===== src/rtl/bram_ctrl_pkg.sv =====
// rtl/bram_ctrl_pkg.sv - state encodings and lane helpers shared by the BRAM read and write controllers
package bram_ctrl_pkg;

  localparam int BYTES_PER_WORD = 4;

  typedef enum logic [2:0] {
    S_IDLE    = 3'd0,
    S_RD_FF   = 3'd1,
    S_WAIT_FF = 3'd2,
    S_CAPTURE = 3'd3,
    S_WR_BRAM = 3'd4,
    S_FINISH  = 3'd5
  } state_e;

  // remainder is the valid-lane count modulo 4, so 0 denotes a full word
  function automatic logic [BYTES_PER_WORD-1:0] lane_mask(input logic [1:0] remainder);
    case (remainder)
      2'd1:    lane_mask = 4'b0001;
      2'd2:    lane_mask = 4'b0011;
      2'd3:    lane_mask = 4'b0111;
      default: lane_mask = 4'b1111;
    endcase
  endfunction

endpackage


===== src/rtl/byte_packer.sv =====
// rtl/byte_packer.sv - 4-lane little-endian byte pack register with lane counter and clear
module byte_packer
  import bram_ctrl_pkg::*;
#(
  parameter int FF_WIDTH = 8
) (
  input  logic                               clk,
  input  logic                               rst_n,
  input  logic                               clr_i,
  input  logic                               load_i,
  input  logic [FF_WIDTH-1:0]                byte_i,
  output logic [1:0]                         lane_o,
  output logic [BYTES_PER_WORD*FF_WIDTH-1:0] word_nxt_o
);

  logic [1:0]                         lane_q, lane_d;
  logic [BYTES_PER_WORD*FF_WIDTH-1:0] word_q, word_d;

  always_ff @(posedge clk) begin
    if (!rst_n) begin
      lane_q <= '0;
      word_q <= '0;
    end else begin
      lane_q <= lane_d;
      word_q <= word_d;
    end
  end

  // word_nxt_o already carries the incoming byte so the write word can be registered in the same cycle
  always_comb begin
    word_nxt_o = word_q;
    word_nxt_o[int'(lane_q)*FF_WIDTH +: FF_WIDTH] = byte_i;
    lane_d = lane_q;
    word_d = word_q;
    if (clr_i) begin
      lane_d = '0;
      word_d = '0;
    end else if (load_i) begin
      lane_d = lane_q + 2'd1;
      word_d = word_nxt_o;
    end
  end

  assign lane_o = lane_q;

endmodule


===== src/rtl/ctrl_wr_bram.sv =====
// rtl/ctrl_wr_bram.sv - FIFO-to-BRAM write controller packing bytes into 32-bit words
// Optional CTRL_WR_BRAM_BYTE_MASK_EN: final partial word writes only its valid lanes.
module ctrl_wr_bram
  import bram_ctrl_pkg::*;
#(
  parameter int DATA_WIDTH = 32,
  parameter int ADDR_WIDTH = 32,
  parameter int NUM_BYTES  = 4,
  parameter int REG_WIDTH  = 32,
  parameter int FF_WIDTH   = 8
) (
  input  logic                  clk,
  input  logic                  rst_n,
  input  logic                  start,
  input  logic [REG_WIDTH-1:0]  data_size,
  output logic                  finish,
  output logic                  bram_clk,
  output logic [ADDR_WIDTH-1:0] addr,
  output logic [DATA_WIDTH-1:0] wrdata,
  output logic [NUM_BYTES-1:0]  we,
  input  logic                  ff_empty,
  output logic                  ff_rden,
  input  logic [FF_WIDTH-1:0]   ff_rd_data
);

  state_e                state_q, state_d;
  logic [REG_WIDTH-1:0]  size_q, size_d;
  logic [REG_WIDTH-1:0]  byte_cnt_q, byte_cnt_d;
  logic [ADDR_WIDTH-3:0] word_idx_q, word_idx_d;
  logic [ADDR_WIDTH-1:0] addr_q, addr_d;
  logic [DATA_WIDTH-1:0] wrdata_q, wrdata_d;
  logic [NUM_BYTES-1:0]  we_q, we_d;
  logic                  pack_clr, pack_load, last_byte;
  logic [1:0]            lane;
  logic [DATA_WIDTH-1:0] packed_word;

  byte_packer #(.FF_WIDTH(FF_WIDTH)) u_packer (
    .clk        (clk),
    .rst_n      (rst_n),
    .clr_i      (pack_clr),
    .load_i     (pack_load),
    .byte_i     (ff_rd_data),
    .lane_o     (lane),
    .word_nxt_o (packed_word)
  );

  assign last_byte = (lane == 2'd3) || ((byte_cnt_q + 1'b1) == size_q);

  always_ff @(posedge clk) begin
    if (!rst_n) begin
      state_q    <= S_IDLE;
      size_q     <= '0;
      byte_cnt_q <= '0;
      word_idx_q <= '0;
      addr_q     <= '0;
      wrdata_q   <= '0;
      we_q       <= '0;
    end else begin
      state_q    <= state_d;
      size_q     <= size_d;
      byte_cnt_q <= byte_cnt_d;
      word_idx_q <= word_idx_d;
      addr_q     <= addr_d;
      wrdata_q   <= wrdata_d;
      we_q       <= we_d;
    end
  end

  always_comb begin
    state_d = state_q;
    case (state_q)
      S_IDLE:    if (start && (data_size != '0)) state_d = S_RD_FF;
      S_RD_FF:   if (!ff_empty) state_d = S_WAIT_FF;
      S_WAIT_FF: state_d = S_CAPTURE;
      S_CAPTURE: state_d = last_byte ? S_WR_BRAM : S_RD_FF;
      S_WR_BRAM: state_d = (byte_cnt_q == size_q) ? S_FINISH : S_RD_FF;
      S_FINISH:  if (!start) state_d = S_IDLE;
      default:   state_d = S_IDLE;
    endcase
  end

  // addr/wrdata/we are loaded on the CAPTURE edge so they are live exactly during WR_BRAM
  always_comb begin
    ff_rden    = 1'b0;
    finish     = 1'b0;
    pack_clr   = 1'b0;
    pack_load  = 1'b0;
    size_d     = size_q;
    byte_cnt_d = byte_cnt_q;
    word_idx_d = word_idx_q;
    addr_d     = '0;
    wrdata_d   = '0;
    we_d       = '0;
    case (state_q)
      S_IDLE: begin
        pack_clr   = 1'b1;
        byte_cnt_d = '0;
        word_idx_d = '0;
        size_d     = (start && (data_size != '0)) ? data_size : '0;
      end
      S_RD_FF: ff_rden = !ff_empty;
      S_CAPTURE: begin
        pack_load  = 1'b1;
        byte_cnt_d = byte_cnt_q + 1'b1;
        if (last_byte) begin
          addr_d   = {word_idx_q, 2'b00};
          wrdata_d = packed_word;
`ifdef CTRL_WR_BRAM_BYTE_MASK_EN
          we_d     = NUM_BYTES'(lane_mask(lane + 2'd1));
`else
          we_d     = '1;
`endif
        end
      end
      S_WR_BRAM: begin
        pack_clr   = 1'b1;
        word_idx_d = word_idx_q + 1'b1;
      end
      S_FINISH: finish = 1'b1;
      default: ;
    endcase
  end

  assign bram_clk = clk;
  assign addr     = addr_q;
  assign wrdata   = wrdata_q;
  assign we       = we_q;

endmodule


===== config.mk =====
export PLATFORM = sky130hd
export DESIGN_NAME = ctrl_wr_bram
export DESIGN_NICKNAME = d
export VERILOG_FILES = /design/src/rtl/bram_ctrl_pkg.sv /design/src/rtl/byte_packer.sv /design/src/rtl/ctrl_wr_bram.sv
export SDC_FILE = /design/constraint.sdc
export NUM_CORES = 1
export LEC_CHECK = 0
export ABC_CLOCK_PERIOD_IN_PS = 2950
export BUFFER_PORTS_ARGS = -buffer_cell sky130_fd_sc_hd__buf_2
export CORE_MARGIN = 5
export CORE_UTILIZATION = 52
export DETAILED_ROUTE_END_ITERATION = 8
export PLACE_DENSITY = 0.8
export SETUP_SLACK_MARGIN = 0.4
export SLEW_MARGIN = 20
export SYNTH_ARGS = -nofsm -noshare
export SYNTH_HDL_FRONTEND = slang
export SYNTH_SLANG_ARGS = --single-unit
export TNS_END_PERCENT = 50

===== constraint.sdc =====
create_clock -name clk -period 2.95 [get_ports clk]
set_input_delay 0.4425 -clock clk [delete_from_list [all_inputs] [get_ports clk]]
set_output_delay 0.4425 -clock clk [all_outputs]
set_load 0.005 [all_outputs]

Word-level counts from Yosys, hierarchy flattened
Cells that the tools add are included.

word-level totals
  register bits after elaboration = 199
  input port bits = 44
  logic and storage cells = 55

operators by class
  add/subtract/negate cells = 4
  equality and inequality tests = 11
  shifts and indexed selects = 2
  multiplexer cells = 15
  bitwise operators = 1
  reduce and logical (&&, ||, !) cells = 12

operator list
  cell                       number
  $eq A32 B32 Y1             2
  $pmux W32 S2               1
  $pmux W30 S2               1
  $neg A5 Y33                1
  $shift A8 B33 Y32 const A  1
  $shiftx A8 B33 Y32         1
  $add A32 B1 Y32 const B    1
  $bwmux W32                 1
  $mux W32                   1
  $reduce_bool A32 Y1        1
  $add A30 B1 Y30 const B    1
  $pmux W3 S6                1
  $mux W3                    5
  $eq A3 B2 Y1 const B       2
  $eq A3 B3 Y1 const B       2
  $ne A2 B2 Y1 const B       3
  $reduce_and A3 Y1          2
  $mux W1                    4
  $mux W4                    1
  $reduce_bool A2 Y1         2
  $reduce_or A2 Y1           2
  $eq A3 B1 Y1 const B       1
  $logic_not A3 Y1           1
  $add A2 B1 Y2 const B      1
  other kinds (6)            6

Longest topological paths before layout
  word-level depth = 5
  gate-level depth with buffers = 11

By module
Synthesis repeated with hierarchy kept, for this count alone.

unflattened totals
  cells, all modules = 985
  area, all modules = 9042.4 sq um

by module, submodules not included
  module        times used  cells each  area an instance (sq um)  sequential area each (sq um)
  ctrl_wr_bram  1           789         7283.2                    3203.1
  byte_packer   1           196         1759.2                    680.7

==> summary.log <==
INFO  critical_path  critPathTopFamily=buffers and inverters
INFO  power          ir_drop=0.4072mV
INFO  critical_path  cp_common_cell=sky130_fd_sc_hd__buf_4
INFO  global_route   via_count_of_the_first_global_routing_pass=7812
INFO  synth          yosys.cell_types.count=60
INFO  sta            final-hold-violation-count=0
INFO  cells_and_area synth_to_layout_area_growth=24.02%
INFO  sta            slew-limit-headroom=58.89%
INFO  floorplanning  pin_count=115
INFO  critical_path  startpoint_type=flip-flop
INFO  critical_path  reg2reg_depth=11
INFO  critical_path  cp-end-kind=flip-flop
INFO  floorplanning  fp.dieArea=0.01972mm^2
INFO  cells_and_area n_fill_cell=1300
INFO  critical_path  cp_data_arrival_time=3.26ns
INFO  routing        routedWlPerCell=18.64um
INFO  global_route   use_met2=40.60%
INFO  sta            timing_worst_slew_pin_value=0.6122ns
INFO  cells_and_area final_layout_size_suffix_gt1_share=28.69%
INFO  synth          synth.area.top_cells=sky130_fd_sc_hd__dfxtp_1, sky130_fd_sc_hd__a21oi_1, sky130_fd_sc_hd__nor2_1
INFO  critical_path  cp.required=3.42ns
INFO  critical_path  crit_chain=nand4_1 > buf_4 > nor4_4 > buf_4 > nand3_4 > xor2_2 > a2111oi_4 > a41oi_4 > buf_6 > clkbuf_16 > nor3_2
INFO  floorplanning  row_count=47
INFO  synth          yosys_register_bits=194
INFO  cells_and_area multiInputGateArea=0.004860mm^2
INFO  global_route   track_usage=24.82%
INFO  sta            postLayoutSetupSlackWorst=0.1658ns
INFO  global_route   grt_util_met1=32.35%
INFO  status         run_status=finished, final reports clean
INFO  place          routabilityCongestion=0.9619
INFO  sta            final_setup_viols=0
INFO  cells_and_area commonest_non_fill_non_tap_cells_in_the_layout=sky130_fd_sc_hd__dfxtp_1, sky130_fd_sc_hd__buf_2, sky130_fd_sc_hd__nor2_1, sky130_fd_sc_hd__a21oi_1, sky130_fd_sc_hd__nand2_1
INFO  routing        vias=7921
INFO  synth          synth_seq_area_share=43.90%
INFO  cells_and_area commonest_non_fill_non_tap_cell_in_the_layout=sky130_fd_sc_hd__dfxtp_1
INFO  floorplanning  chipWidth=140.4um
INFO  global_route   grt_most_used_layer=met2
INFO  synth          yosysTopAreaCell=sky130_fd_sc_hd__dfxtp_1
INFO  routing        drt-total-wl=24.99mm
INFO  sta            max_freq=0.3592GHz
INFO  cells_and_area layout.nets=1158
INFO  place          detailedPlacementHpwl=16.09mm
INFO  synth          synth_warnings=0
INFO  sta            final_sum_of_negative_setup_slack=0ns
INFO  sta            grt_setup_unrepaired=true
INFO  critical_path  critPathKind=flip-flop to flip-flop
INFO  run            maxCapViolCount=0
INFO  sta            worst_clock_skew=0.01323ns
INFO  cts            clock_insertion_delay_worst_skew=0.55ns
INFO  sta            slew_violations=0
INFO  floorplanning  placeableCoreArea=0.01664mm^2
INFO  global_route   global_route.usage.met3=4.976%
INFO  place          preCtsSetupSlack=0.1176ns
INFO  power          power.static_leakage=4.102nW
INFO  cts            holdBufCountCts=0
INFO  cells_and_area area.sequential=0.003909mm^2
INFO  critical_path  crit_path_max_fanout=10
INFO  routing        viasPerCell=5.907
INFO  synth          syn_inst=980
INFO  routing        detail_route.first_pass.iterations=5
INFO  global_route   grt_antenna_before_repair=1
INFO  floorplanning  die_y=140.4um
INFO  synth          synth-async-reset-ratio=0%
INFO  critical_path  worst-path-stages=11
INFO  critical_path  cpMaxStageDelayCell=sky130_fd_sc_hd__a2111oi_4
INFO  critical_path  path_buf_inv=4
INFO  synth          synth_ff_type=sky130_fd_sc_hd__dfxtp_1
INFO  global_route   first_pass_grt_wire_length=39.97mm
INFO  global_route   grt_start_max_net_pins=43
INFO  global_route   grt.overflow.total=0
INFO  place          place.port_buffers=112
INFO  power          power.density=513.6mW/mm^2
INFO  hold_path      holdPathStages=3
INFO  routing        detail-route-antenna-nets=0
INFO  critical_path  critPathMaxStageDelay=0.43ns
INFO  hold_path      hold_path.class=primary input to flip-flop
INFO  cts            clkTransAtPathRegs=0.08ns
INFO  floorplanning  start_util=53.15%
INFO  synth          synth-edff-count=0
INFO  routing        post-route-drc-count=0
INFO  routing        drt-initial-drc-count=796
INFO  synth          synth_largest_type_area_fraction=43.90%
INFO  sta            post-route-period-util=94.38%
INFO  synth          postSynthAreaPerCell=9.027um^2
INFO  cts            cts_tree=built
INFO  sta            finalCriticalPeriod=2.784ns
INFO  synth          synth.cell_area=0.008846mm^2
## where the power goes
group / switching (mW) / total [mW] / leakage (nW) / internal, mW
Combinational: 0.256 / 0.396 / 2.20 / 0.140
Clock: 1.08 / 2.56 / 0.326 / 1.48
Sequential: 0.0327 / 2.68 / 1.58 / 2.65
## Yosys cell counts (25+ instances only)
cell type and instances:
sky130_fd_sc_hd__o21ai_0 28, sky130_fd_sc_hd__a21oi_1 75, sky130_fd_sc_hd__or3_1 26, sky130_fd_sc_hd__nor2b_1 34
sky130_fd_sc_hd__a22oi_1 34, sky130_fd_sc_hd__nor3b_2 25, sky130_fd_sc_hd__dfxtp_1 194, sky130_fd_sc_hd__xor2_1 33
sky130_fd_sc_hd__clkbuf_1 49, sky130_fd_sc_hd__nor2_1 87, sky130_fd_sc_hd__nand2_1 59, sky130_fd_sc_hd__xnor2_1 34
sky130_fd_sc_hd__nand3_1 29, sky130_fd_sc_hd__nand4_1 29, sky130_fd_sc_hd__a22o_1 30, sky130_fd_sc_hd__nor3_1 30
## metrics by stage
step | cells | power (mW) | util [%] | hold WS (ns) | area, um^2
6_report | 1341 | 5.635 | 65.92 | 0.1133 | 10970
5_1_grt | 1340 | 5.826 | 65.90 | 0.1123 | 10970
4_1_cts | 1335 | 5.648 | 64.94 | 0.1053 | 10810
3_5_place_dp | 1286 | 3.124 | 58.88 | 0.4760 | 9798
3_3_place_gp | 1286 | 3.120 | 58.87 | 0.4666 | 9797
2_1_floorplan | 981 | 3.000 | - | 0.4534 | 8940
## final cells by class
| cell class | instances | area share [%] |
|---|---|---|
| Clock buffer | 25 | 4.836 |
| Tap cell | 220 | 2.509 |
| Clock inverter | 11 | 1.277 |
| Sequential cell | 194 | 35.63 |
| Multi-Input combinational cell | 702 | 44.30 |
| Antenna cell | 2 | 0.04562 |
| Inverter | 10 | 0.3422 |
| Timing Repair Buffer | 177 | 11.06 |
## cells by family after synthesis
kind of cell / share of synthesized area (%)
and+or+nand+nor: 27.34
AOI/OAI and AO/OA: 16.22
DFF: 43.90
buffers and inverters: 4.229
xor gates and xnor gates: 6.634
adders and majority gates: 1.132
muxes: 0.4950
other: 0.04239
## path summary, 6_finish.rpt
| kind | to | start | slack, ns |
|---|---|---|---|
| max | wrdata[22] | byte_cnt_q[13] | 0.17 |
| min | size_q[20] | data_size[20] | 0.11 |
| max reg2reg | wrdata[22] | byte_cnt_q[13] | 0.17 |
| min reg2reg | word_idx_q[29] | word_idx_q[29] | 0.49 |
## per-layer routing
layer  vias up  share of wire (%)  wire, um
met5         -                  0         0
met1      3790                 43     10860
met3        65                6.1      1534
li1       3783                  -         -
met2       283                 47     11870
met4         0                2.9       725
## repair_timing
item,CTS,global route
gates cloned,2,3
pin swaps,15,7
buffers inserted,12,1
resized for setup,44,15
endpoints found under the setup margin,64,69
## sequential cells by signal, indices dropped and copies added, names as in the netlist
register         cells
word_idx_q          30
addr                30
u_packer.lane_o      2
wrdata              32
u_packer.word_q     32
state_q              3
we                   1
byte_cnt_q          32
size_q              32
## worst min-delay path, cell delays in order
cell and delay (ns):
sky130_fd_sc_hd__buf_2 0.09, sky130_fd_sc_hd__nand2_1 0.04, sky130_fd_sc_hd__o21ai_0 0.05
No activity file was read; power rests on OpenSTA's default activity.
